**src/rtl/write_rx_pkg.sv**
```systemverilog
// write_rx_pkg
//   Shared constants and helpers for the write data receiver.
//   - DEFAULT_DATA_W : default payload width in bits
//   - DEFAULT_DEPTH  : default buffer depth (power of two, >= 2)
//   - level_width()  : bits needed to hold an occupancy of 0..depth
package write_rx_pkg;

  localparam int DEFAULT_DATA_W = 8;
  localparam int DEFAULT_DEPTH  = 4;

  // The occupancy counter has to represent DEPTH itself, hence depth+1.
  function automatic int level_width(input int depth);
    return $clog2(depth + 1);
  endfunction

endpackage

```
**src/rtl/write_rx_mem.sv**
```systemverilog
// write_rx_mem
//   DEPTH x DATA_W register array used as the receive buffer storage.
//   Ports:
//     clk   - clock, writes on posedge
//     we    - write enable
//     waddr - write address
//     wdata - write data
//     raddr - asynchronous read address
//     rdata - asynchronous read data (mem[raddr])
//   The array has no reset; validity is tracked by the controller.
module write_rx_mem
  import write_rx_pkg::*;
#(
  parameter int DATA_W = DEFAULT_DATA_W,
  parameter int DEPTH  = DEFAULT_DEPTH
) (
  input  logic                     clk,
  input  logic                     we,
  input  logic [$clog2(DEPTH)-1:0] waddr,
  input  logic [DATA_W-1:0]        wdata,
  input  logic [$clog2(DEPTH)-1:0] raddr,
  output logic [DATA_W-1:0]        rdata
);

  logic [DATA_W-1:0] mem [DEPTH];

  always_ff @(posedge clk) begin
    if (we) begin
      mem[waddr] <= wdata;
    end
  end

  assign rdata = mem[raddr];

endmodule

```
**src/rtl/write_data_receiver.sv**
```systemverilog
// write_data_receiver
//   Receives an unthrottled write stream into a small first-word-fall-through
//   FIFO. Writes arriving while full (and not draining) are dropped and
//   flagged on a sticky overflow bit.
//   Ports:
//     clk          - clock
//     rst_n        - asynchronous active-low reset
//     write_valid  - write strobe (no backpressure)
//     write_data   - write payload
//     read_valid   - head entry available
//     read_data    - head entry payload (0 when empty)
//     read_ready   - consumer accepts head entry
//     level        - current occupancy 0..DEPTH
//     overflow     - sticky: a write was dropped
//     overflow_clr - synchronous clear of overflow (a same-cycle drop wins)
//     rx_count     - 16-bit wrapping count of accepted writes
module write_data_receiver
  import write_rx_pkg::*;
#(
  parameter int DATA_W = DEFAULT_DATA_W,
  parameter int DEPTH  = DEFAULT_DEPTH
) (
  input  logic                                clk,
  input  logic                                rst_n,
  input  logic                                write_valid,
  input  logic [DATA_W-1:0]                   write_data,
  output logic                                read_valid,
  output logic [DATA_W-1:0]                   read_data,
  input  logic                                read_ready,
  output logic [level_width(DEPTH)-1:0]       level,
  output logic                                overflow,
  input  logic                                overflow_clr,
  output logic [15:0]                         rx_count
);

  localparam int PTR_W = $clog2(DEPTH);
  localparam int LVL_W = level_width(DEPTH);

  localparam logic [PTR_W-1:0] PTR_ONE  = PTR_W'(1);
  localparam logic [LVL_W-1:0] LVL_ONE  = LVL_W'(1);
  localparam logic [LVL_W-1:0] LVL_FULL = LVL_W'(DEPTH);

  logic [PTR_W-1:0]  wr_ptr;
  logic [PTR_W-1:0]  rd_ptr;
  logic [DATA_W-1:0] mem_rdata;
  logic              full;
  logic              push;
  logic              pop;
  logic              drop;

  assign full       = (level == LVL_FULL);
  assign read_valid = (level != '0);
  assign pop        = read_valid & read_ready;
  // A full buffer can still take a write when the head leaves in the same cycle.
  assign push       = write_valid & (~full | pop);
  assign drop       = write_valid & full & ~pop;

  // Mask the unreset array so the output is defined whenever nothing is held.
  assign read_data  = read_valid ? mem_rdata : '0;

  write_rx_mem #(
    .DATA_W (DATA_W),
    .DEPTH  (DEPTH)
  ) u_mem (
    .clk   (clk),
    .we    (push),
    .waddr (wr_ptr),
    .wdata (write_data),
    .raddr (rd_ptr),
    .rdata (mem_rdata)
  );

  // Pointers wrap naturally because DEPTH is a power of two.
  always_ff @(posedge clk or negedge rst_n) begin
    if (!rst_n) begin
      wr_ptr   <= '0;
      rd_ptr   <= '0;
      level    <= '0;
      overflow <= 1'b0;
      rx_count <= '0;
    end else begin
      if (push) begin
        wr_ptr   <= wr_ptr + PTR_ONE;
        rx_count <= rx_count + 16'd1;
      end
      if (pop) begin
        rd_ptr <= rd_ptr + PTR_ONE;
      end
      case ({push, pop})
        2'b10:   level <= level + LVL_ONE;
        2'b01:   level <= level - LVL_ONE;
        default: level <= level;
      endcase
      if (drop) begin
        overflow <= 1'b1;
      end else if (overflow_clr) begin
        overflow <= 1'b0;
      end
    end
  end

endmodule

```
**config.mk**
```make
export PLATFORM = sky130hd
export DESIGN_NAME = write_data_receiver
export DESIGN_NICKNAME = d
export VERILOG_FILES = /design/src/rtl/write_rx_pkg.sv /design/src/rtl/write_rx_mem.sv /design/src/rtl/write_data_receiver.sv
export SDC_FILE = /design/constraint.sdc
export NUM_CORES = 1
export LEC_CHECK = 0
export ABC_CLOCK_PERIOD_IN_PS = 2180
export BUFFER_PORTS_ARGS = -buffer_cell sky130_fd_sc_hd__buf_2
export CAP_MARGIN = 0
export CORE_ASPECT_RATIO = 1.25
export CORE_MARGIN = 8
export CORE_UTILIZATION = 40
export DETAILED_ROUTE_END_ITERATION = 10
export PLACE_DENSITY = 0.63
export SYNTH_ARGS = -nofsm -noshare
export SYNTH_HDL_FRONTEND = slang
export SYNTH_HIERARCHICAL = 1
export SYNTH_SLANG_ARGS = --single-unit
```
**constraint.sdc**
```tcl
create_clock -name clk -period 2.18 [get_ports clk]
set_clock_uncertainty 0.1 [all_clocks]
set_input_delay 0.218 -clock clk [delete_from_list [all_inputs] [get_ports clk]]
set_output_delay 0.218 -clock clk [all_outputs]
set_load 0.05 [all_outputs]
```
==> qor.yml, run 1 <==
floorplan:
  fp.dieH_um: 104
  die_x_um: 86.4
  pin_count: 42
  die_area_um2: 8990
  core_region_area_um2: 6090
  row_count: 32
  start_util: 0.407
clock_tree:
  cts_root_buf: "clkbuf_8"
  clk_latency_ns: 0.31
  cts-buffers-inserted: 5
  clock_path_buffers: 2
  h-tree-depth: 2
  cts_tree: "built"
  clock_sinks: 56
  path_clk_slew_ns: 0.11
synthesis:
  async_reset_ff_frac: 0.429
  synth_edf_count: 32
  synth_area_leaders: "edfxtp_1 (39%), dfrtp_1 (24%), mux4_2 (7.3%)"
  ys.flop_type: "edfxtp_1"
  synth_seq_cells: 56
  yosysUniqueCellTypes: 39
  netlist_top_cells_count: "edfxtp_1 (32), dfrtp_1 (24), nand2_1 (16)"
  ys.warnings.count: 6
  yosysMostFrequentCell: "edfxtp_1"
  syn_avg_cell_area_um2: 14.7
  synth.top_cell.area_share: 0.387
  synth-seq-area-share: 0.630
  syn-instance-count: 169
  synth_top_area_cell: "edfxtp_1"
  synth.net_count: 184
  syn_area_um2: 2480
sta:
  timing.fmax_ghz: 0.478
  finalSetupTns_ns: 0
  timing_hold_violations_final: 0
  slew_headroom: 0.637
  report.final.slew_viol_count: 0
  fin_crit_ns: 2.09
  worstMarginPinSlew_ns: 0.545
  setup_slack_ns: 0.0890
  finalCritPeriodShare: 0.959
  setup_viol: 0
  rsz0062_at_grt: "no"
worst_setup_path:
  worst_setup_path_start_kind: "flop"
  worstSetupPathType: "reg2out"
  crit_required_ns: 1.86
  critPathArrivalTime_ns: 1.77
  end_kind: "primary output"
  crit_fanout: 8
run_status:
  status: "complete, no violations"
cells_and_area:
  drive_gt1_frac: 0.330
  syn_to_final_growth_pct: 17.6
  nets: 232
  utilization: 0.479
  final_area_um2: 2920
  num_antenna_cells: 0
route:
  vias: 1488
  wl_mm: 4.58
  route.detailed.wl_per_inst_um: 15.1
  first_iter_violations: 53
  vias_per_cell: 4.91
  drt_drc_violations_left: 0
  dr.pass1.iters: 4
  ant_nets: 0
global_route:
  grtUsageTotal: 0.107
  grt_overflow: 0
  grt_pass1_vias: 1547
  antenna_found_initial: 0
  grt_pass1_wl_mm: 7.69
  grt_max_degree: 25
run:
  max_cap_viol_count: 0
placed_design:
  placed_cell_area_um2: 2800
  io_buffers: 41
  dp_hpwl_mm: 3.36
  pre_cts_ws_ns: 0.225
  routabilityCongestion: 0.821
pwr:
  leakage_nw: 1.21
  peakVddDrop_mv: 0.754
  power_density_nw_per_um2: 1400
hold_path:
  min_path_type: "in2reg"
final timing paths:
check / startpoint / endpoint / slack (ns) / cells past startpoint
worst max-delay path: rd_ptr[0]$_DFFE_PN0N_ / read_data[1] / 0.09 / 4
worst min-delay path: write_data[0] / u_mem/mem[0][0]$_DFFE_PP_ / 0.02 / 1
worst max register to register: level[1]$_DFFE_PN0P_ / u_mem/mem[1][7]$_DFFE_PP_ / 0.25 / 4
worst min register to register: rx_count[15]$_DFFE_PN0P_ / rx_count[15]$_DFFE_PN0P_ / 0.37 / 1
max in group asynchronous: rst_n / level[2]$_DFFE_PN0P_ / 1.28 / 2
min in group asynchronous: rst_n / level[0]$_DFFE_PN0P_ / 0.31 / 2
metal layers:
layer	track usage	routed length, um	part of all wire	up-vias
li1	-	-	-	700
met1	0.133	2050	0.45	736
met2	0.175	2260	0.49	46
met3	0.0300	208	0.045	6
met4	0.0333	61	0.013	0
met5	0	0	0	-
power breakdown:
group          internal (mW)  total [mW]  switching [mW]
Clock                  0.237       0.595           0.358
Sequential              1.38        1.63           0.249
Combinational          0.643        1.86            1.22
flip-flops by register name, indices dropped and copies added (netlist names):
signal / count
u_mem/mem: 32
rx_count: 16
overflow: 1
level: 3
rd_ptr: 2
wr_ptr: 2
cell type report:
cell class              instances  area [um^2]
well taps                      85          106
fillers                       571         3170
clock inverters                 3         27.5
flip-flops and latches         56         1570
repair buffers                 47          268
inverters                       6         22.5
clock buffers                   5         68.8
multi-input cells             101          858
timing repair:
action,CTS,global route
resized for setup,0,0
hold buffers,2,0
hold endpoints to repair,25,0
setup buffers,0,0
worst max-delay path: stages, from the launching register on:
cell,delay (ns)
dfrtp_1,0.45
buf_12,0.17
mux4_2,0.50
and2_1,0.14
buf_2,0.20
layout by cell type, fill, tap and decap left out, types with 2 or more instances in the layout:
cell and instances:
xor2_1 6, nand3_1 8, o21ai_0 3, and2_1 8
and3b_1 2, dfrtp_1 21, a21oi_1 2, buf_2 41
nor4b_4 2, nor2b_1 3, buf_4 3, nand4_1 2
and3_1 4, dfrtp_2 3, inv_1 5, nand2_1 16
mux2i_1 2, nor2_1 5, o22ai_1 2, clkbuf_8 5
mux4_2 8, xnor2_1 14, dlygate4sd3_1 2, edfxtp_1 32
through the flow:
step / std cells / hold slack (ns) / power [mW]
after floorplan: 169 / -0.178 / 3.13
after global placement: 293 / 0.145 / 3.52
after detailed placement: 293 / 0.147 / 3.55
after CTS: 303 / 0.0145 / 4.15
after global routing: 303 / 0.0186 / 4.32
final: 303 / 0.0236 / 4.09
logic make-up after synthesis:
group	after synthesis	share of synthesized area
compound gates	12	0.0328
xor+xnor	20	0.0706
fa+ha+maj	2	0.0131
buf+inv	12	0.0242
flops	56	0.630
mux	10	0.0807
simple gates	57	0.149
Power figures use the tool's default switching activity.
==> run 2: changes to the inputs <==
--- a/config.mk
+++ b/config.mk
@@ -9,7 +9,6 @@
 export BUFFER_PORTS_ARGS = -buffer_cell sky130_fd_sc_hd__buf_2
 export CAP_MARGIN = 0
 export CORE_ASPECT_RATIO = 1.25
-export CORE_MARGIN = 8
 export CORE_UTILIZATION = 40
 export DETAILED_ROUTE_END_ITERATION = 10
 export PLACE_DENSITY = 0.63
==> qor.yml, run 2 (same netlist as run 1, synthesis figures left out) <==
clock_tree:
  clk_latency_ns: 0.30  # about the same
  cts-buffers-inserted: 5  # unchanged
  clock_sinks: 56  # unchanged
  h-tree-depth: 2  # unchanged
  cts_tree: "built"
  cts_root_buf: "clkbuf_8"
  cts_resized: 0  # unchanged
  clock_path_buffers: 2  # unchanged
  cts_setup_buffers: 0  # unchanged
  path_clk_slew_ns: 0.10  # about the same
sta:
  setup_viol: 0  # unchanged
  finalSetupTns_ns: 0  # unchanged
  report.final.slew_viol_count: 0  # unchanged
  slew_headroom: 0.639  # +0.00278
  rsz0062_at_grt: "no"
  finalCritPeriodShare: 0.944  # -0.0151
  timing.fmax_ghz: 0.486  # +1.6%
  worstMarginPinSlew_ns: 0.541  # -0.00418 ns
  fin_crit_ns: 2.06  # -0.0329 ns
  timing_hold_violations_final: 0  # unchanged
worst_setup_path:
  worst_setup_path_start_kind: "flop"
  crit_fanout: 8  # unchanged
  crit_chain: "buf_12 -> mux4_2 -> and2_1 -> buf_2"
  cp-startpoint: "rd_ptr[0]$_DFFE_PN0N_"
  timing.rr.start: "level[1]$_DFFE_PN0P_"
  crit_end: "read_data[3]"
  end_kind: "primary output"
  worstSetupPathType: "reg2out"
  critPathArrivalTime_ns: 1.74  # -0.03 ns
  crit_slowest_cell: "mux4_2"
  worstReg2RegEnd: "u_mem/mem[1][3]$_DFFE_PP_"
  r2r_cells: 4  # unchanged
  crit_required_ns: 1.86  # about the same
  cpPeakStageDelay_ns: 0.49  # about the same
  ff2ff_setup_slack_ns: 0.27  # +0.02 ns
floorplan:
  pin_count: 42  # unchanged
  die_x_um: 72.4  # -16%
  die_area_um2: 6520  # -27%
  core_region_area_um2: 5900  # -3.1%
  fp.dieH_um: 90.0  # -13%
  row_count: 31  # -3.1%
  start_util: 0.421  # +0.0131
route:
  vias_per_cell: 4.77  # -2.8%
  route.detailed.wl_per_inst_um: 13.2  # -13%
  first_iter_violations: 92  # +74%
  vias: 1432  # -3.8%
  drt_drc_violations_left: 0  # unchanged
  ant_nets: 0  # unchanged
  dr.pass1.iters: 4  # unchanged
  wl_mm: 3.96  # -13%
hold_path:
  worstHoldStart: "write_data[0]"
  min_path_type: "in2reg"
cells_and_area:
  reg_top3: "u_mem/mem: 32 flops, rx_count: 16 flops, level: 3 flops"
  syn_to_final_growth_pct: 17.2
  final_area_um2: 2910  # -0.34%
  layout.cells.most_common: "buf_2"
  largest_reg_flops: 32  # unchanged
  drive_gt1_frac: 0.330  # unchanged
  final_cell_mix: "buf_2 (41), edfxtp_1 (32), dfrtp_1 (21), nand2_1 (16), xnor2_1 (14)"
  num_antenna_cells: 0  # unchanged
  top_register: "u_mem/mem"
  finalNonFillerCells: 300  # -0.99%
  nets: 232  # unchanged
pwr:
  switching_share: 0.440  # -0.00573
  p_seq_frac: 0.402  # +0.003
  comb_power_share: 0.460  # +0.005
  leakage_nw: 1.21  # -0.14%
  peakVddDrop_mv: 0.857  # +14%
  power_mw: 4.03  # -1.3%
  power_density_nw_per_um2: 1390  # -1.0%
  clkPwrFrac: 0.138  # -0.008
  intPower_mw: 2.26  # -0.32%
  p_switching_mw: 1.78  # -2.6%
global_route:
  use_met1: 0.179  # +0.0453
  grt_busiest_layer: "met2"
  grt_overflow: 0  # unchanged
  antenna_found_initial: 0  # unchanged
  grtUsageMet2: 0.206  # +0.0318
  grt_max_degree: 25  # unchanged
  use_met3: 0.0381  # +0.00808
  grt_pass1_vias: 1398  # -9.6%
  grt_pass1_wl_mm: 6.64  # -14%
  grtUsageTotal: 0.132  # +0.0250
placed_design:
  routabilityCongestion: 0.802  # -2.3%
  dp.cells: 290  # -1.0%
  io_buffers: 41  # unchanged
  placed_cell_area_um2: 2800  # -0.13%
  dp_hpwl_mm: 2.89  # -14%
run_status:
  status: "complete, no violations"
run:
  max_cap_viol_count: 0  # unchanged
[run 2: cell types whose count changed in the layout (fill, tap and decap cells not counted)]
cell,change
clkinv_4,-1
clkinv_2,+1
inv_8,-1
inv_6,+1
[run 2: power groups by stage]
stage | registers (mW) | logic [mW] | clock network (mW)
floorplan | 1.85 | 1.27 | 0
global placement | 1.64 | 1.87 | 0
detailed placement | 1.64 | 1.88 | 0
CTS | 1.62 | 1.88 | 0.576
global route | 1.66 | 1.98 | 0.627
finish | 1.62 | 1.85 | 0.557
[run 2: layout make-up]
| cell class | instances | area (um^2) |
|---|---|---|
| clock inverter | 3 | 21.3 |
| fill | 546 | 2990 |
| clock buffer | 5 | 68.8 |
| multi-input combinational | 101 | 858 |
| inverter | 6 | 22.5 |
| timing repair buffer | 47 | 268 |
| tap | 82 | 103 |
| sequential | 56 | 1570 |
[run 2: worst min-delay path by stage]
stage	cells past startpoint	slack (ns)	end
floorplan	0	-0.18	level[0]$_DFFE_PN0P_
global placement	1	0.14	overflow$_DFFE_PN0P_
detailed placement	1	0.13	overflow$_DFFE_PN0P_
CTS	1	0.02	u_mem/mem[0][3]$_DFFE_PP_
global route	1	0.02	u_mem/mem[3][3]$_DFFE_PP_
finish	1	0.03	u_mem/mem[3][0]$_DFFE_PP_
[run 2: critical path, delay by kind of cell (launching register included)]
| family | cells | cell delay (ns) |
|---|---|---|
| muxes | 1 | 0.49 |
| DFF | 1 | 0.44 |
| buffers and inverters | 2 | 0.36 |
| and+or+nand+nor | 1 | 0.14 |
[run 2: timing repair]
action                                  CTS  global route
hold buffers                              2             0
endpoints found under the setup margin    0             0
endpoints found under the hold margin    25             0
[run 2: layer usage]
| layer | wire length [um] | vias up |
|---|---|---|
| li1 | - | 705 |
| met4 | 57 | 0 |
| met1 | 1880 | 683 |
| met3 | 198 | 6 |
| met5 | 0 | - |
| met2 | 1830 | 38 |
[run 2: stage by stage]
stage          hold WS, ns   util  setup WS, ns
2_1_floorplan       -0.178      -        0.0141
3_3_place_gp         0.139  0.474         0.294
3_5_place_dp         0.130  0.474         0.268
4_1_cts             0.0226  0.493        0.0986
5_1_grt             0.0175  0.493        0.0405
6_report            0.0252  0.493         0.122
==> run 3: changes to the inputs <==
--- a/config.mk
+++ b/config.mk
@@ -5,13 +5,14 @@
 export SDC_FILE = /design/constraint.sdc
 export NUM_CORES = 1
 export LEC_CHECK = 0
+export ABC_AREA = 1
 export ABC_CLOCK_PERIOD_IN_PS = 2180
 export BUFFER_PORTS_ARGS = -buffer_cell sky130_fd_sc_hd__buf_2
 export CAP_MARGIN = 0
 export CORE_ASPECT_RATIO = 1.25
 export CORE_UTILIZATION = 40
 export DETAILED_ROUTE_END_ITERATION = 10
-export PLACE_DENSITY = 0.63
+export PLACE_DENSITY = 0.62
 export SYNTH_ARGS = -nofsm -noshare
 export SYNTH_HDL_FRONTEND = slang
 export SYNTH_HIERARCHICAL = 1
==> qor.yml, run 3 <==
run_status:
  status: "complete, no violations"
synthesis:
  syn-instance-count: 332  # +96%
  synth_top_family_by_area: "simple AND/OR/NAND/NOR gates"
  yosysMostFrequentCell: "nand2_1"
  yosys.area_share.simple: 0.274  # +0.125
  synth_top_area_cell: "edfxtp_1"
  ys.flop_type: "edfxtp_1"
  synth.top_cell.area_share: 0.329  # -0.0582
  synthAdderAreaFrac: 0.0111  # -0.00197
  synth_seq_cells: 56  # unchanged
  synth_edf_count: 32  # unchanged
  syn_avg_cell_area_um2: 8.79  # -40%
  async_reset_ff_frac: 0.429  # unchanged
  netlist_top_cells_count: "nand2_1 (92), inv_1 (65), edfxtp_1 (32)"
  synth_compound_area_frac: 0.0416  # +0.00880
  yosysUniqueCellTypes: 28  # -28%
  ys.warnings.count: 6  # unchanged
  synth.net_count: 347  # +89%
  syn_area_um2: 2920  # +18%
  synth_area_leaders: "edfxtp_1 (33%), dfrtp_1 (21%), nand2_1 (12%)"
  muxShareOfSynthArea: 0  # -0.0807
  yosys.area_share.xor_xnor: 0.0270  # -0.0436
  synth-seq-area-share: 0.535  # -0.0945
route:
  drt_drc_violations_left: 0  # unchanged
  first_iter_violations: 123  # +34%
  vias: 2136  # +49%
  route.detailed.wl_per_inst_um: 12.1  # -8.3%
  ant_nets: 0  # unchanged
  wl_mm: 5.73  # +45%
  dr.pass1.iters: 4  # unchanged
  vias_per_cell: 4.52  # -5.4%
clock_tree:
  path_clk_slew_ns: 0.10  # about the same
  h-tree-depth: 2  # unchanged
  cts_tree: "built"
  clock_sinks: 56  # unchanged
  cts_root_buf: "clkbuf_8"
  cts-buffers-inserted: 5  # unchanged
  clock_path_buffers: 2  # unchanged
  clk_latency_ns: 0.30  # about the same
run:
  max_cap_viol_count: 0  # unchanged
placed_design:
  pre_cts_ws_ns: 0.301  # +0.0332 ns
  routabilityCongestion: 0.859  # +7.1%
  dp_hpwl_mm: 4.44  # +53%
  io_buffers: 41  # unchanged
sta:
  timing_hold_violations_final: 0  # unchanged
  report.final.slew_viol_count: 0  # unchanged
  slew_headroom: 0.633  # -0.00684
  finalCritPeriodShare: 0.889  # -0.0550
  rsz0062_at_grt: "no"
  worstMarginPinSlew_ns: 0.551  # +0.0103 ns
  setup_slack_ns: 0.242  # +0.120 ns
  timing.fmax_ghz: 0.516  # +6.2%
  hold_ws_ns: 0.0454  # +0.0203 ns
  fin_crit_ns: 1.94  # -0.120 ns
  setup_viol: 0  # unchanged
floorplan:
  row_count: 34  # +9.7%
  start_util: 0.416  # -0.00494
  pin_count: 42  # unchanged
  core_region_area_um2: 7020  # +19%
  die_x_um: 78.4  # +8.2%
  fp.dieH_um: 97.5  # +8.3%
  die_area_um2: 7640  # +17%
pwr:
  leakage_nw: 1.65  # +36%
  peakVddDrop_mv: 0.799  # -6.8%
  power_density_nw_per_um2: 1540  # +11%
worst_setup_path:
  end_kind: "primary output"
  crit_family: "buffers and inverters"
  crit_top_cell: "nand2_1"
  crit_required_ns: 1.86  # about the same
  worstSetupPathType: "reg2out"
  ff2ff_setup_slack_ns: 0.30  # +0.03 ns
  worst_setup_path_start_kind: "flop"
  crit_fanout: 15  # +7
  crit_chain: "buf_4 -> nand2_1 -> nand3_1 -> nand2_1 -> inv_1 -> nor2_1 -> buf_2"
  critPathArrivalTime_ns: 1.62  # -0.12 ns
  crit_slowest_cell: "dfrtp_1"
  cpPeakStageDelay_ns: 0.46  # -0.03 ns
  cp.buffers_inverters: 3  # +1
cells_and_area:
  layout.cells.most_common: "nand2_1"
  fillerInstances: 719  # +32%
  num_antenna_cells: 0  # unchanged
  drive_gt1_frac: 0.232  # -0.0979
  final_cell_mix: "nand2_1 (92), inv_1 (65), buf_2 (41), edfxtp_1 (32)"
  top_register: "u_mem/mem"
  syn_to_final_growth_pct: 15.7
  nets: 397  # +71%
  reg_top3: "u_mem/mem: 32 flops, rx_count: 16 flops, level: 3 flops"
  largest_reg_flops: 32  # unchanged
global_route:
  grtUsageTotal: 0.163  # +0.0302
  grt_pass1_wl_mm: 9.60  # +45%
  grt_pass1_vias: 2074  # +48%
  grt_max_degree: 25  # unchanged
  grt_overflow: 0  # unchanged
  antenna_found_initial: 0  # unchanged
hold_path:
  min_path_type: "in2reg"
==> run 3: cell count changes after synthesis, sizes merged, moves of 8 or more <==
cell   previous run  this run
o21ai             3        14
xnor2            14         2
nand3             9        24
nor2              5        34
mux4              8         0
inv               6        70
nand2            18       103
and2              8         0
==> run 3: metrics by stage <==
step	utilization	area, um^2	setup TNS [ns]	instances	power [mW]
floorplan	-	2920	-5.29	332	3.87
global placement	0.459	3220	0	463	4.41
detailed placement	0.459	3220	0	463	4.46
CTS	0.481	3380	0	473	5.24
global route	0.481	3380	0	473	5.50
finish	0.481	3380	0	473	5.19
==> run 3: kinds of logic after synthesis <==
family | Yosys count
buffers and inverters | 76
AND/OR/NAND/NOR | 171
flip-flops | 56
adder cells (fa/ha/maj) | 2
AO/OA/AOI/OAI | 18
XOR/XNOR | 9
==> run 3: metal layers <==
metal / GRT usage / share of wire
met1: 0.193 / 0.44
met2: 0.294 / 0.52
met3: 0.0254 / 0.023
met4: 0.0541 / 0.0098
met5: 0 / 0
==> run 3: area by class of cell <==
class | instances | area (um^2) | share of cell area
repair buffers | 49 | 270 | 0.0801
well taps | 90 | 113 | 0.0334
inverters | 70 | 268 | 0.0793
clock inverters | 2 | 60.1 | 0.0178
flip-flops and latches | 56 | 1560 | 0.463
clock buffers | 6 | 72.6 | 0.0215
multi-input cells | 200 | 1030 | 0.305
==> run 3: final timing paths <==
| kind | endpoint | startpoint | cells after the start |
|---|---|---|---|
| max in group asynchronous | rd_ptr[1]$_DFFE_PN0N_ | rst_n | 2 |
| worst min register to register | wr_ptr[1]$_DFFE_PN0P_ | wr_ptr[1]$_DFFE_PN0P_ | 1 |
| min in group asynchronous | rx_count[7]$_DFFE_PN0P_ | rst_n | 2 |
| worst max register to register | u_mem/mem[3][1]$_DFFE_PP_ | level[2]$_DFFE_PN0P_ | 8 |
| worst min-delay path | u_mem/mem[0][3]$_DFFE_PP_ | write_data[3] | 1 |
| worst max-delay path | read_data[0] | rd_ptr[0]$_DFFE_PN0N_ | 7 |
==> run 3: power by group <==
group | internal (mW) | leakage, nW | total (mW) | switching (mW)
Clock | 0.459 | 0.0654 | 0.780 | 0.321
Sequential | 1.43 | 0.598 | 1.72 | 0.285
Combinational | 0.691 | 0.983 | 2.69 | 2.00
==> run 3: what timing repair did <==
action / CTS / global route
gates resized for setup: 0 / 0
hold buffers: 2 / 0
endpoints found under the setup margin: 0 / 0
buffers inserted: 0 / 0
hold endpoints to repair: 25 / 0
